--- config.mk ---
export PLATFORM = sky130hd
export DESIGN_NAME = ex_mem_stage_buf_flat
export DESIGN_NICKNAME = d
export VERILOG_FILES = /design/src/rtl/ex_mem_stage_buf_pkg.sv /design/src/rtl/ex_mem_stage_buf_if.sv /design/src/rtl/ex_mem_stage_buf_stage_slot.sv /design/src/rtl/ex_mem_stage_buf.sv /design/src/flat_wrapper.sv
export SDC_FILE = /design/constraint.sdc
export NUM_CORES = 1
export LEC_CHECK = 0
export ABC_AREA = 1
export CAP_MARGIN = 20
export CORE_ASPECT_RATIO = 1.1
export CORE_MARGIN = 2
export CORE_UTILIZATION = 45
export DETAILED_ROUTE_END_ITERATION = 7
export PLACE_DENSITY_LB_ADDON = 0.12
export REMOVE_ABC_BUFFERS = 1
export SYNTH_ARGS = -nofsm -noshare
export SYNTH_HDL_FRONTEND = slang
export SYNTH_HIERARCHICAL = 1
export SYNTH_SLANG_ARGS = --single-unit
--- constraint.sdc ---
create_clock -name clk -period 2.45 [get_ports clk]
set_clock_uncertainty 0.2 [all_clocks]
set_input_delay 0.49 -clock clk [delete_from_list [all_inputs] [get_ports clk]]
set_output_delay 0.49 -clock clk [all_outputs]
set_load 0.03 [all_outputs]
--- src/rtl/ex_mem_stage_buf_pkg.sv ---
// Shared types and default widths for the EX->MEM stage buffer.
// Latency: n/a (types, constants and a pure helper function only).
// Backpressure: n/a.
package ex_mem_stage_buf_pkg;

    localparam int CTRL_W     = 3;
    localparam int DATA_W_DEF = 32;
    localparam int DEST_W_DEF = 4;

    // Memory and writeback controls that travel with every entry
    typedef struct packed {
        logic wbEn;
        logic memREn;
        logic memWEn;
    } ctrl_t;

    localparam ctrl_t CTRL_NONE = '0;

    // A bubble must never carry live controls into MEM
    function automatic ctrl_t gateCtrl(input ctrl_t c, input logic v);
        return v ? c : CTRL_NONE;
    endfunction

endpackage

--- src/rtl/ex_mem_stage_buf_if.sv ---
// One valid/ready link carrying controls, ALU result, store value and destination register.
// Latency: wires only.
// Backpressure: the consumer drives ready; the producer holds its offer until ready is seen.
interface ex_mem_stage_buf_if
    import ex_mem_stage_buf_pkg::*;
#(
    parameter int DATA_W = DATA_W_DEF,
    parameter int DEST_W = DEST_W_DEF
);

    logic              valid;
    logic              ready;
    ctrl_t             ctrl;
    logic [DATA_W-1:0] aluRes;
    logic [DATA_W-1:0] rmVal;
    logic [DEST_W-1:0] dest;

    modport master (
        output valid,
        output ctrl,
        output aluRes,
        output rmVal,
        output dest,
        input  ready
    );

    modport slave (
        input  valid,
        input  ctrl,
        input  aluRes,
        input  rmVal,
        input  dest,
        output ready
    );

endinterface

--- src/rtl/ex_mem_stage_buf_stage_slot.sv ---
// One stage entry register: valid bit, control bits and payload.
// Latency: load/clear take effect at the next rising edge.
// Backpressure: none; the parent decides when to load, clear or hold.
module stage_slot
    import ex_mem_stage_buf_pkg::*;
#(
    parameter int DATA_W = DATA_W_DEF,
    parameter int DEST_W = DEST_W_DEF
) (
    input  logic              clk,
    input  logic              rst,
    input  logic              load,
    input  logic              clear,
    input  ctrl_t             ctrlIn,
    input  logic [DATA_W-1:0] aluResIn,
    input  logic [DATA_W-1:0] rmValIn,
    input  logic [DEST_W-1:0] destIn,
    output logic              valid,
    output ctrl_t             ctrl,
    output logic [DATA_W-1:0] aluRes,
    output logic [DATA_W-1:0] rmVal,
    output logic [DEST_W-1:0] dest
);

    // Clear wins over load; a clear keeps the payload so the outputs stay quiet
    always_ff @(posedge clk) begin
        if (!rst) begin
            valid  <= 1'b0;
            ctrl   <= CTRL_NONE;
            aluRes <= '0;
            rmVal  <= '0;
            dest   <= '0;
        end else if (clear) begin
            valid <= 1'b0;
            ctrl  <= CTRL_NONE;
        end else if (load) begin
            valid  <= 1'b1;
            ctrl   <= ctrlIn;
            aluRes <= aluResIn;
            rmVal  <= rmValIn;
            dest   <= destIn;
        end
    end

endmodule

--- src/rtl/ex_mem_stage_buf.sv ---
// EX->MEM pipeline stage with valid/ready handshake, optional 2-entry skid, freeze and flush.
// Latency: an entry accepted at edge N drives the MEM side after edge N; 1 entry/cycle sustained.
// Backpressure: skid mode gives a registered ready (~skid full); no-skid mode gives a combinational ready.
module ex_mem_stage_buf
    import ex_mem_stage_buf_pkg::*;
#(
    parameter int DATA_W  = DATA_W_DEF,
    parameter int DEST_W  = DEST_W_DEF,
    parameter int SKID_EN = 1
) (
    input  logic        clk,
    input  logic        rst,
    input  logic        freeze,
    input  logic        flush,
    ex_mem_stage_buf_if.slave  exIf,
    ex_mem_stage_buf_if.master memIf,
    output logic [1:0]  occupancy
);

    logic              accept;
    logic              pop;
    logic              inReady;

    logic              headLoad;
    logic              headClear;
    logic              skidLoad;
    logic              skidClear;

    logic              headValid;
    ctrl_t             headCtrl;
    logic [DATA_W-1:0] headAlu;
    logic [DATA_W-1:0] headRm;
    logic [DEST_W-1:0] headDest;

    logic              skidValid;
    ctrl_t             skidCtrl;
    logic [DATA_W-1:0] skidAlu;
    logic [DATA_W-1:0] skidRm;
    logic [DEST_W-1:0] skidDest;

    ctrl_t             headCtrlIn;
    logic [DATA_W-1:0] headAluIn;
    logic [DATA_W-1:0] headRmIn;
    logic [DEST_W-1:0] headDestIn;

    // Qualify both handshakes and steer entries: the head refills from the skid first, else from EX
    always_comb begin
        accept     = exIf.valid & inReady & ~freeze;
        pop        = headValid & memIf.ready & ~freeze;
        // With the skid full, ready is low so accept cannot coincide with a skid drain
        headLoad   = (pop & skidValid) | (accept & (~headValid | pop));
        headClear  = flush | (pop & ~headLoad);
        skidLoad   = accept & headValid & ~pop;
        skidClear  = flush | (pop & skidValid);
        headCtrlIn = skidValid ? skidCtrl : exIf.ctrl;
        headAluIn  = skidValid ? skidAlu  : exIf.aluRes;
        headRmIn   = skidValid ? skidRm   : exIf.rmVal;
        headDestIn = skidValid ? skidDest : exIf.dest;
    end

    stage_slot #(
        .DATA_W (DATA_W),
        .DEST_W (DEST_W)
    ) headSlot (
        .clk      (clk),
        .rst      (rst),
        .load     (headLoad),
        .clear    (headClear),
        .ctrlIn   (headCtrlIn),
        .aluResIn (headAluIn),
        .rmValIn  (headRmIn),
        .destIn   (headDestIn),
        .valid    (headValid),
        .ctrl     (headCtrl),
        .aluRes   (headAlu),
        .rmVal    (headRm),
        .dest     (headDest)
    );

    generate
        if (SKID_EN != 0) begin : gSkid
            stage_slot #(
                .DATA_W (DATA_W),
                .DEST_W (DEST_W)
            ) skidSlot (
                .clk      (clk),
                .rst      (rst),
                .load     (skidLoad),
                .clear    (skidClear),
                .ctrlIn   (exIf.ctrl),
                .aluResIn (exIf.aluRes),
                .rmValIn  (exIf.rmVal),
                .destIn   (exIf.dest),
                .valid    (skidValid),
                .ctrl     (skidCtrl),
                .aluRes   (skidAlu),
                .rmVal    (skidRm),
                .dest     (skidDest)
            );
            // Ready comes straight from a flop, which breaks the ready path back into EX
            assign inReady = ~skidValid;
        end else begin : gNoSkid
            assign skidValid = 1'b0;
            assign skidCtrl  = CTRL_NONE;
            assign skidAlu   = '0;
            assign skidRm    = '0;
            assign skidDest  = '0;
            // Single entry: accept only if the head is empty or leaving this cycle
            assign inReady   = ~headValid | (memIf.ready & ~freeze);
        end
    endgenerate

    assign exIf.ready   = inReady;

    assign memIf.valid  = headValid;
    assign memIf.ctrl   = gateCtrl(headCtrl, headValid);
    assign memIf.aluRes = headAlu;
    assign memIf.rmVal  = headRm;
    assign memIf.dest   = headDest;

    assign occupancy    = {1'b0, headValid} + {1'b0, skidValid};

endmodule

--- src/flat_wrapper.sv ---
// flat-port wrapper written by rule: the top's interface ports become plain ports
module ex_mem_stage_buf_flat import ex_mem_stage_buf_pkg::*;
#(
    parameter int DATA_W  = DATA_W_DEF,
    parameter int DEST_W  = DEST_W_DEF,
    parameter int SKID_EN = 1
)
  (clk, rst, freeze, flush, occupancy, exIf_valid, exIf_ctrl, exIf_aluRes, exIf_rmVal, exIf_dest, exIf_ready, memIf_valid, memIf_ctrl, memIf_aluRes, memIf_rmVal, memIf_dest, memIf_ready);
  ex_mem_stage_buf_if #(.DATA_W(DATA_W), .DEST_W(DEST_W)) exIf_i ();
  ex_mem_stage_buf_if #(.DATA_W(DATA_W), .DEST_W(DEST_W)) memIf_i ();
  input  logic clk;
  input  logic rst;
  input  logic freeze;
  input  logic flush;
  output logic [1:0] occupancy;
  input wire logic [$bits(exIf_i.valid)-1:0] exIf_valid;
  input wire logic [$bits(exIf_i.ctrl)-1:0] exIf_ctrl;
  input wire logic [$bits(exIf_i.aluRes)-1:0] exIf_aluRes;
  input wire logic [$bits(exIf_i.rmVal)-1:0] exIf_rmVal;
  input wire logic [$bits(exIf_i.dest)-1:0] exIf_dest;
  output wire logic [$bits(exIf_i.ready)-1:0] exIf_ready;
  output wire logic [$bits(memIf_i.valid)-1:0] memIf_valid;
  output wire logic [$bits(memIf_i.ctrl)-1:0] memIf_ctrl;
  output wire logic [$bits(memIf_i.aluRes)-1:0] memIf_aluRes;
  output wire logic [$bits(memIf_i.rmVal)-1:0] memIf_rmVal;
  output wire logic [$bits(memIf_i.dest)-1:0] memIf_dest;
  input wire logic [$bits(memIf_i.ready)-1:0] memIf_ready;
  assign exIf_i.valid = exIf_valid;
  assign exIf_i.ctrl = exIf_ctrl;
  assign exIf_i.aluRes = exIf_aluRes;
  assign exIf_i.rmVal = exIf_rmVal;
  assign exIf_i.dest = exIf_dest;
  assign exIf_ready = exIf_i.ready;
  assign memIf_valid = memIf_i.valid;
  assign memIf_ctrl = memIf_i.ctrl;
  assign memIf_aluRes = memIf_i.aluRes;
  assign memIf_rmVal = memIf_i.rmVal;
  assign memIf_dest = memIf_i.dest;
  assign memIf_i.ready = memIf_ready;
  ex_mem_stage_buf #(.DATA_W(DATA_W), .DEST_W(DEST_W), .SKID_EN(SKID_EN)) u_core (.clk(clk), .rst(rst), .freeze(freeze), .flush(flush), .exIf(exIf_i), .memIf(memIf_i), .occupancy(occupancy));
endmodule
# Word level (Yosys, flattened, before mapping)
# Cells that the tools add are included.
# classes
eq_ne	0
div	0
magnitude_cmp	0
muxes	5
multipliers	0
reduce_logical	4
n_addsub	1
n_shift	0
bitwise	21
# ops
operator	n
$mux 32	2
$and 1x1->1	9
$not 1->1	8
$mux 3	2
$mux 4	1
$or 1x1->1	4
$reduce_and 2->1	2
$reduce_or 2->1	2
$add 1x1->2	1
# totals
ram_bits	0
reg_bits	144
latch_bits	0
wordCells	45
rom_bits	0
mem_count	0

# Longest topological paths before layout
# Gate-level depths: netlist (run 1).
# logic_depth
ltp_word	10
ltp_mapped	12

# By module
# The synthesis (run 1) kept the hierarchy.
# modules_own_cells
module	area_each_um2	instances	seq_area_each_um2	cells_per_inst
stage_slot	3017.9	2	1441.4	457
ex_mem_stage_buf	1073.5	1	0.0	252

# Least setup slack after synthesis (run 1)
# No wires, ideal clock.
# synth_path
kind	register to register
from	register u_core.headSlot.valid
to	register u_core.headSlot.aluRes[17]
setup_slack_ps	562
path_stages_with_launch	12
t_arrival_ps	1624
n_path_buf	3
required_time_ps	2186
setup_ps	64
cell_sequence	dfxtp_1 nand2_1 nor2_1 nand2_1 nand2_1 buf_4 inv_2 nor2_4 buf_6 buf_4 nor2_1 nor2_1
# synth_between
elab_chain_cells	10
word_cells_on_any_way	12
cone_classes	bitwise: 11; reduce/logical: 1
# synth_lines
element	line	source
from (decl)	ex_mem_stage_buf_stage_slot.sv:18	output logic valid,
from (signal assigned)	ex_mem_stage_buf_stage_slot.sv:28	valid <= 1'b0;
from (signal assigned)	ex_mem_stage_buf_stage_slot.sv:34	valid <= 1'b0;
from (signal assigned)	ex_mem_stage_buf_stage_slot.sv:37	valid <= 1'b1;
$and 1x1->1 (2 in series)	ex_mem_stage_buf.sv:49	pop = headValid & memIf.ready & ~freeze;
$or 1x1->1	ex_mem_stage_buf.sv:51	headLoad = (pop & skidValid) | (accept & (~headValid | pop));
$and 1x1->1	ex_mem_stage_buf.sv:51	
$or 1x1->1 (*)	ex_mem_stage_buf.sv:51	
via u_core.headLoad	ex_mem_stage_buf.sv:24	logic headLoad;
$not 1->1	ex_mem_stage_buf.sv:52	headClear = flush | (pop & ~headLoad);
$and 1x1->1	ex_mem_stage_buf.sv:52	
$or 1x1->1	ex_mem_stage_buf.sv:52	
$not 1->1 (no source line)	n/a	
$reduce_and 2->1 (no source line) (*)	n/a	
to (signal assigned)	ex_mem_stage_buf_stage_slot.sv:39	aluRes <= aluResIn;
to (decl)	ex_mem_stage_buf_stage_slot.sv:20	output logic [DATA_W-1:0] aluRes,
# The timed path passes the listed nets; every way through them passes the cells marked *.
# A chain may end at the register's enable or synchronous reset.

# Final worst setup path (run 1)
# layout_path
from	register u_core.headSlot.valid
to	output port memIf_ctrl[0]
# layout_between
elab_chain_cells	1
# layout_lines
element	line	source
$mux 3	ex_mem_stage_buf_pkg.sv:21	return v ? c : CTRL_NONE;
to (decl)	flat_wrapper.sv:23	output wire logic [$bits(memIf_i.ctrl)-1:0] memIf_ctrl;
# Every way passes these cells.

==> metrics.cfg, run 1 <==
[floorplan]
ios=152
die_height_um=135.8
die_w_um=123.8
initial_core_util_pct=45.70
core_area_mm2=0.01555
std_cell_rows=48
die_area_mm2=0.01682

[clock_network]
clock-sinks=144
cts_root_buf=clkbuf_16
clkLatencyLatePin_ns=0.42
cts_buffer_depth=2
cts_tree=built
cts_buffers=17
post-cts-setup-buffers=0
htreeDepth=4
clkTransAtPathRegs_ns=0.06

[layout]
final_cell_mix=nand2_1 (372), nor2_1 (278), clkdlybuf4s50_1 (145)
areaGrowthSynthToFinish_pct=30.61
num-fill-cells=1550
n_antenna_cell=0
nNetsFinal=1361
stdcell_count=1496
final_common_cell=nand2_1
utilization_pct=59.69
post_route_cells_drive_above_1_share_pct=5.015

[timing]
drv_slew=0
finalSetupViolations=0
relSlewSlack_pct=44.80
finalCriticalPeriod_ns=2.363
worst_slack_ns=0.08704
finalHoldViolations=0
finalSetupTns_ns=0
rsz0062_at_grt=false
fin_crit_sh_pct=96.45
tightest_slew_ns=0.8280
fmax_ghz=0.4232

[logic_synthesis]
seq_area_frac_synth_pct=40.55
yosys_warnings=6
syn-cell-area_mm2=0.007109
ys_types=16
synth.area.top_cells=dfxtp_1 (41%), nand2_1 (20%), nor2_1 (15%), nand3_1 (9.6%), inv_1 (7.6%)
yosysTopAreaCell=dfxtp_1
avgSynthCellArea_um2=6.097
synth_top_area_share_pct=40.55
synth-seq-cells=144
synth_cells=1166

[placed_design]
gp_congestion=0.7660
io_buffers=151
dp_hpwl_mm=10.96
placedCellCount=1464
dpl_worst_slack_ns=0.05082

[global_route]
track_usage_pct=22.20
gr-total-overflow=0
grt_max_degree=81
antenna_found_initial=0
grt_pass1_wl_mm=29.57
grt_pass1_vias=6198

[detailed_routing]
routedWlPerCell_um=11.93
vias=6926
wl_mm=17.85
ant_nets=0
drc=0
routed_via_density=4.630
drtIter0Drc=475
firstDrtPassIters=4

[critical_path]
end_kind=primary output
arrival_ns=1.67
worstSetupPathType=reg2out
worstPathRequired_ns=1.76
crit_path_max_fanout=8
crit_path_top_delay_cell=clkdlybuf4s50_1
cpPeakStageDelay_ns=0.66
path_cells=nand2_1, inv_1, clkdlybuf4s50_1
critPathLaunchType=register

[worst_hold_path]
hold_class=in2reg

[power_and_ir_drop]
power_per_cell_area_mw_per_mm2=625.3
total_power_mw=5.806
p_leak_nw=4.545
irDropWorstVdd_mv=0.3941

[outcome]
status=complete, no violations

[run]
maxCapViolCount=0

[cell families (layout without fill, tap and decap cells)]
kind of cell	after synthesis	count (layout)	synth area share, %
and+or+nand+nor	791	791	44.39
AOI/OAI and AO/OA	7	7	0.4927
buffers and inverters	223	353	14.40
adders and majority gates	1	1	0.1760
DFF	144	144	40.55
[final cells by class]
type / instances / area, µm² / share of cell area (%)
Sequential cell: 144 / 2884 / 31.06
Clock buffer: 22 / 474.2 / 5.107
Inverter: 148 / 555.5 / 5.983
Multi-Input combinational cell: 799 / 3213 / 34.60
Clock inverter: 10 / 110.1 / 1.186
Timing Repair Buffer: 173 / 1798 / 19.36
Tap cell: 200 / 250.2 / 2.695
[power breakdown]
part           leakage [nW]  internal (mW)  switching (mW)
clock network         0.278           1.57           0.987
logic                  3.10          0.352           0.448
registers              1.17           2.41          0.0357
total                  4.55           4.34            1.47
[flip-flops by register name, summed over array words and instances (netlist names)]
register / flops
u_core/headSlot/rmVal: 32
u_core/gSkid.skidSlot/dest: 4
u_core/headSlot/dest: 4
u_core/headSlot/ctrl: 3
u_core/gSkid.skidSlot/aluRes: 32
u_core/gSkid.skidSlot/valid: 1
u_core/gSkid.skidSlot/rmVal: 32
u_core/gSkid.skidSlot/ctrl: 3
u_core/headSlot/aluRes: 32
u_core/headSlot/valid: 1
[per-layer routing]
metal / vias up / share of wire (%) / track usage [%]
met2: 156 / 48 / 37.52
li1: 3688 / - / -
met3: 12 / 4.8 / 3.775
met5: - / 0 / 0
met4: 0 / 1.0 / 7.576
met1: 3070 / 46 / 28.49
[final timing paths]
path,start,to,slack (ns),cells after the start
max,u_core/headSlot/valid,memIf_ctrl[0],0.09,3
min,rst,u_core/gSkid.skidSlot/aluRes[21],0.19,3
max reg2reg,u_core/headSlot/valid,u_core/gSkid.skidSlot/rmVal[18],0.54,8
min reg2reg,u_core/gSkid.skidSlot/ctrl[0],u_core/gSkid.skidSlot/ctrl[0],0.27,2
[worst max-delay path, delay by kind of cell, from the launching register on]
kind	cells	cell delay, ns
buf+inv	2	0.72
flops	1	0.45
simple gates	1	0.08
[cells in the mapped netlist]
cell type  instances
a21oi_1            6
buf_1              2
buf_2             14
buf_4              6
buf_6             18
buf_8              1
clkbuf_1          34
dfxtp_1          144
ha_1               1
inv_1            143
inv_2              5
nand2_1          373
nand3_1          137
nor2_1           279
nor2_4             2
o21ai_0            1
[repair_timing]
action                     in CTS  in global routing
setup endpoints to repair       1                  2
hold buffers                    0                  0
gates resized for setup         1                  2
[through the flow]
| step | hold WS [ns] | area [µm²] |
|---|---|---|
| 2_1_floorplan | 0.2410 | 6641 |
| 3_3_place_gp | 0.2550 | 8697 |
| 3_5_place_dp | 0.2590 | 8697 |
| 4_1_cts | 0.1728 | 9280 |
| 5_1_grt | 0.1997 | 9285 |
| 6_report | 0.1885 | 9285 |
(Power assumes the default switching activity.)
==> run 2, diff against run 1 <==
--- a/config.mk
+++ b/config.mk
@@ -6,9 +6,10 @@
 export NUM_CORES = 1
 export LEC_CHECK = 0
 export ABC_AREA = 1
+export ABC_CLOCK_PERIOD_IN_PS = 2450
 export CAP_MARGIN = 20
-export CORE_ASPECT_RATIO = 1.1
-export CORE_MARGIN = 2
+export CORE_ASPECT_RATIO = 1.2
+export CORE_MARGIN = 4
 export CORE_UTILIZATION = 45
 export DETAILED_ROUTE_END_ITERATION = 7
 export PLACE_DENSITY_LB_ADDON = 0.12
==> metrics.cfg, run 2 (synthesis gave the netlist of run 1 again) <==
[outcome]
status=complete, no violations

[layout]
final_cell_mix=nand2_1 (372), nor2_1 (278), clkdlybuf4s50_1 (144)
nNetsFinal=1358  ; -0.22%
areaGrowthSynthToFinish_pct=30.27
num-fill-cells=1569  ; +1.2%
final_common_cell=nand2_1
utilization_pct=59.45  ; -0.24 points
post_route_cells_drive_above_1_share_pct=4.644  ; -0.37 points
stdcell_count=1501  ; +0.33%

[detailed_routing]
routed_via_density=4.544  ; -1.8%
route.met3.wl_um=976  ; +13%
drc=0  ; unchanged
vias=6821  ; -1.5%
routedWlPerCell_um=12.19  ; +2.1%
wl_mm=18.30  ; +2.5%
route.met2.wl_mm=8.765  ; +1.3%
ant_nets=0  ; unchanged
wl_met1_mm=8.282  ; +1.5%
firstDrtPassIters=4  ; unchanged
top_layer=met4
drtIter0Drc=438  ; -7.8%

[worst_hold_path]
min_to=u_core/gSkid.skidSlot/ctrl[0]
hold_path_startpoint=u_core/gSkid.skidSlot/ctrl[0]
hold_class=reg2reg
holdPathStages=2  ; -1

[clock_network]
clock-sinks=144  ; unchanged
clkTransAtPathRegs_ns=0.06  ; about the same
cts_tree=built
cts_root_buf=clkbuf_16
post-cts-setup-buffers=0  ; unchanged
clkLatencyLatePin_ns=0.42  ; about the same
cts_buffer_depth=2  ; unchanged
htreeDepth=4  ; unchanged
cts_buffers=17  ; unchanged

[placed_design]
placedCellCount=1469  ; +0.34%
dp_hpwl_mm=11.12  ; +1.5%
dpl_worst_slack_ns=0.02832  ; -0.02250 ns
gp_congestion=0.7929  ; +3.5%
io_buffers=151  ; unchanged

[critical_path]
r2r-start=u_core/headSlot/valid
critPathLaunchType=register
end_kind=primary output
arrival_ns=1.61  ; -0.06 ns
timing.rr.end=u_core/gSkid.skidSlot/aluRes[18]
cpPeakStageDelay_ns=0.73  ; +0.07 ns
rr_worst_depth=8  ; unchanged
path_depth=1  ; -2
worstPathRequired_ns=1.76  ; about the same
path_delay_family=buffers and inverters
r2r_setup_slack_ns=0.55  ; about the same
worstSetupPathType=reg2out
crit_buf_inv=1  ; -1
path_cells=clkdlybuf4s50_1
crit_path_top_delay_cell=clkdlybuf4s50_1
crit_path_max_fanout=8  ; unchanged

[run]
maxCapViolCount=0  ; unchanged

[floorplan]
initial_core_util_pct=45.64  ; -0.066 points
core_area_mm2=0.01558  ; +0.14%
die_w_um=122.7  ; -0.89%
die_area_mm2=0.01788  ; +6.3%
std_cell_rows=50  ; +4.2%
die_height_um=145.7  ; +7.3%
ios=152  ; unchanged

[timing]
finalSetupViolations=0  ; unchanged
fmax_ghz=0.4345  ; +2.7%
holdWs_ns=0.2719  ; +0.08338 ns
relSlewSlack_pct=44.23  ; -0.56 points
worst_slack_ns=0.1486  ; +0.06160 ns
rsz0062_at_grt=false
fin_crit_sh_pct=93.93  ; -2.5 points
finalCriticalPeriod_ns=2.301  ; -0.06160 ns
finalHoldViolations=0  ; unchanged
drv_slew=0  ; unchanged
tightest_slew_ns=0.8365  ; +0.008459 ns

[power_and_ir_drop]
irDropWorstVdd_mv=0.4392  ; +11%
p_leak_nw=4.561  ; +0.35%
power_per_cell_area_mw_per_mm2=623.7  ; -0.26%
total_power_mw=5.776  ; -0.52%

[global_route]
antenna_found_initial=1  ; +1
grt_max_degree=73  ; -9.9%
gr-total-overflow=0  ; unchanged
grt_pass1_vias=6296  ; +1.6%
track_usage_pct=20.70  ; -1.5 points
grt_pass1_wl_mm=30.10  ; +1.8%

run 2: layout make-up:
class	instances	area [µm²]	share of cell area, %
sequential	144	2884	31.14
clock inverter	5	50.05	0.5404
tap	208	260.3	2.810
antenna	1	2.502	0.02702
multi-input combinational	799	3213	34.69
inverter	148	555.5	5.998
timing repair buffer	170	1767	19.08
clock buffer	26	529.3	5.715
run 2: worst max-delay path by stage:
stage	startpoint	end
final	u_core/headSlot/valid	memIf_valid
after global routing	u_core/headSlot/valid	memIf_valid
after CTS	u_core/headSlot/valid	memIf_ctrl[1]
after detailed placement	memIf_ready	u_core/headSlot/rmVal[23]
after global placement	memIf_ready	u_core/headSlot/rmVal[23]
after floorplan	u_core/gSkid.skidSlot/valid	u_core/gSkid.skidSlot/aluRes[0]
run 2: routing by layer:
metal / global-route usage (%) / up-vias
met3: 4.238 / 19
met2: 34.88 / 158
met1: 26.08 / 2962
met5: 0 / -
met4: 7.059 / 0
li1: - / 3682
run 2: power by group:
| part | internal [mW] | switching, mW | total (mW) |
|---|---|---|---|
| logic | 0.347 | 0.447 | 0.795 |
| clock network | 1.57 | 0.960 | 2.53 |
| registers | 2.41 | 0.0349 | 2.45 |
| total | 4.33 | 1.44 | 5.78 |
run 2: repair_timing:
item,4_1_cts,5_1_grt
pin swaps,0,0
endpoints found under the setup margin,2,3
hold buffers,0,0
resized for setup,2,3
run 2: per-stage QoR:
stage / TNS (ns) / cell area (µm²)
2_1_floorplan: -314.87 / 6641
3_3_place_gp: 0 / 8675
3_5_place_dp: 0 / 8675
4_1_cts: 0 / 9251
5_1_grt: 0 / 9261
6_report: 0 / 9261
==> run 3, diff against run 2 <==
--- a/config.mk
+++ b/config.mk
@@ -12,6 +12,7 @@
 export CORE_MARGIN = 4
 export CORE_UTILIZATION = 45
 export DETAILED_ROUTE_END_ITERATION = 7
+export GPL_TIMING_DRIVEN = 0
 export PLACE_DENSITY_LB_ADDON = 0.12
 export REMOVE_ABC_BUFFERS = 1
 export SYNTH_ARGS = -nofsm -noshare
==> metrics.cfg, run 3 (synthesis gave the netlist of run 1 again) <==
[floorplan]
die_w_um=122.7  ; unchanged
core_area_mm2=0.01558  ; unchanged
die_height_um=145.7  ; unchanged
initial_core_util_pct=45.64  ; unchanged
std_cell_rows=50  ; unchanged
ios=152  ; unchanged
die_area_mm2=0.01788  ; unchanged

[timing]
rsz0062_at_grt=false
finalHoldViolations=0  ; unchanged
fmax_ghz=0.4221  ; -2.9%
tightest_slew_ns=0.6166  ; -0.2199 ns
fin_crit_sh_pct=96.70  ; +2.8 points
finalCriticalPeriod_ns=2.369  ; +0.06773 ns
holdWs_ns=0.2064  ; -0.06547 ns
drv_slew=0  ; unchanged
relSlewSlack_pct=58.83  ; +15 points
finalSetupViolations=0  ; unchanged

[global_route]
grt_max_degree=109  ; +49%
antenna_found_initial=0  ; -1
grt_pass1_wl_mm=32.18  ; +6.9%
track_usage_pct=22.50  ; +1.8 points
gr-total-overflow=0  ; unchanged
grt_pass1_vias=6418  ; +1.9%

[layout]
nNetsFinal=1362  ; +0.29%
post_route_cells_drive_above_1_share_pct=4.865  ; +0.22 points
final_cell_mix=nand2_1 (370), nor2_1 (278), clkdlybuf4s50_1 (144)
areaGrowthSynthToFinish_pct=32.68
stdcell_count=1503  ; +0.13%
stdcell_area_mm2=0.009433  ; +1.9%
final_common_cell=nand2_1
n_antenna_cell=0  ; -1

[critical_path]
crit_path_top_delay_cell=clkdlybuf4s15_1
cpPeakStageDelay_ns=0.40  ; -0.33 ns
path_cells=inv_8, buf_12, clkdlybuf4s15_1
worstSetupPathType=reg2out
worstPathRequired_ns=1.76  ; about the same
arrival_ns=1.68  ; +0.07 ns
crit_path_max_fanout=38  ; +30
critPathLaunchType=register
end_kind=primary output

[clock_network]
clkTransAtPathRegs_ns=0.06  ; about the same
cts_buffers=17  ; unchanged
clock-sinks=144  ; unchanged
cts_root_buf=clkbuf_16
cts_tree=built
htreeDepth=4  ; unchanged
cts_buffer_depth=2  ; unchanged
clkLatencyLatePin_ns=0.41  ; about the same

[detailed_routing]
ant_nets=0  ; unchanged
firstDrtPassIters=5  ; +1
routedWlPerCell_um=13.07  ; +7.2%
drtIter0Drc=429  ; -2.1%
drc=0  ; unchanged
routed_via_density=4.663  ; +2.6%
wl_mm=19.65  ; +7.4%
vias=7008  ; +2.7%

[power_and_ir_drop]
power_per_cell_area_mw_per_mm2=608.8  ; -2.4%
p_leak_nw=4.631  ; +1.5%
irDropWorstVdd_mv=0.3733  ; -15%
total_power_mw=5.743  ; -0.58%

[placed_design]
gp_congestion=0.7278  ; -8.2%
post_dp_cell_area_mm2=0.008663  ; -0.13%
placedCellCount=1460  ; -0.61%
io_buffers=151  ; unchanged
dp_hpwl_mm=10.81  ; -2.9%

[outcome]
status=complete, no violations

[run]
maxCapViolCount=0  ; unchanged

[worst_hold_path]
hold_class=in2reg

==> run 3: through the flow <==
step	TNS [ns]	worst slack, ns	utilization, %
6_report	0	0.08091	60.55
5_1_grt	0	0.005534	60.55
3_5_place_dp	-112.59	-1.157	55.61
3_3_place_gp	-739.69	-5.750	54.01
2_1_floorplan	-314.87	-2.590	-
4_1_cts	0	0.004984	60.30
==> run 3: cell type report <==
type	instances	area, µm²
fillers	1575	6145
multi-input cells	801	3263
flip-flops and latches	144	2887
repair buffers	172	1896
inverters	148	568.0
clock buffers	25	506.7
well taps	208	260.3
clock inverters	5	52.55
==> run 3: critical path: cells and delay by family, from the launching register on <==
kind	cells	cell delay [ns]
buffers and inverters	3	0.85
flip-flops	1	0.39
==> run 3: repair_timing <==
action                                 4_1_cts  5_1_grt
pin swaps                                    2        1
resized for setup                            9        9
hold buffers                                 0        0
buffers inserted                             9        2
setup endpoints to repair                  147       96
gates cloned                                 2        0
endpoints found under the hold margin        0        0
==> run 3: routing by layer <==
| metal | vias up | track usage (%) | part of all wire [%] | wire length (µm) |
|---|---|---|---|---|
| met4 | 0 | 8.123 | 1.9 | 375 |
| met5 | - | 0 | 0 | 0 |
| met3 | 28 | 4.743 | 5.6 | 1095 |
| li1 | 3690 | - | - | - |
| met2 | 171 | 37.21 | 48 | 9448 |
| met1 | 3119 | 28.68 | 44 | 8729 |
==> run 3: worst paths after layout <==
kind | to | slack [ns] | depth (start not counted) | start
max | exIf_ready | 0.08 | 3 | u_core/gSkid.skidSlot/valid
min | u_core/headSlot/aluRes[21] | 0.21 | 3 | rst
max reg2reg | u_core/headSlot/aluRes[7] | 0.30 | 10 | u_core/headSlot/valid
min reg2reg | u_core/headSlot/ctrl[1] | 0.27 | 2 | u_core/headSlot/ctrl[1]
==> run 3: where the power goes <==
part | total (mW) | internal [mW] | switching, mW
Combinational | 0.814 | 0.356 | 0.458
Clock | 2.48 | 1.52 | 0.961
Sequential | 2.45 | 2.41 | 0.0352
Total | 5.74 | 4.29 | 1.45
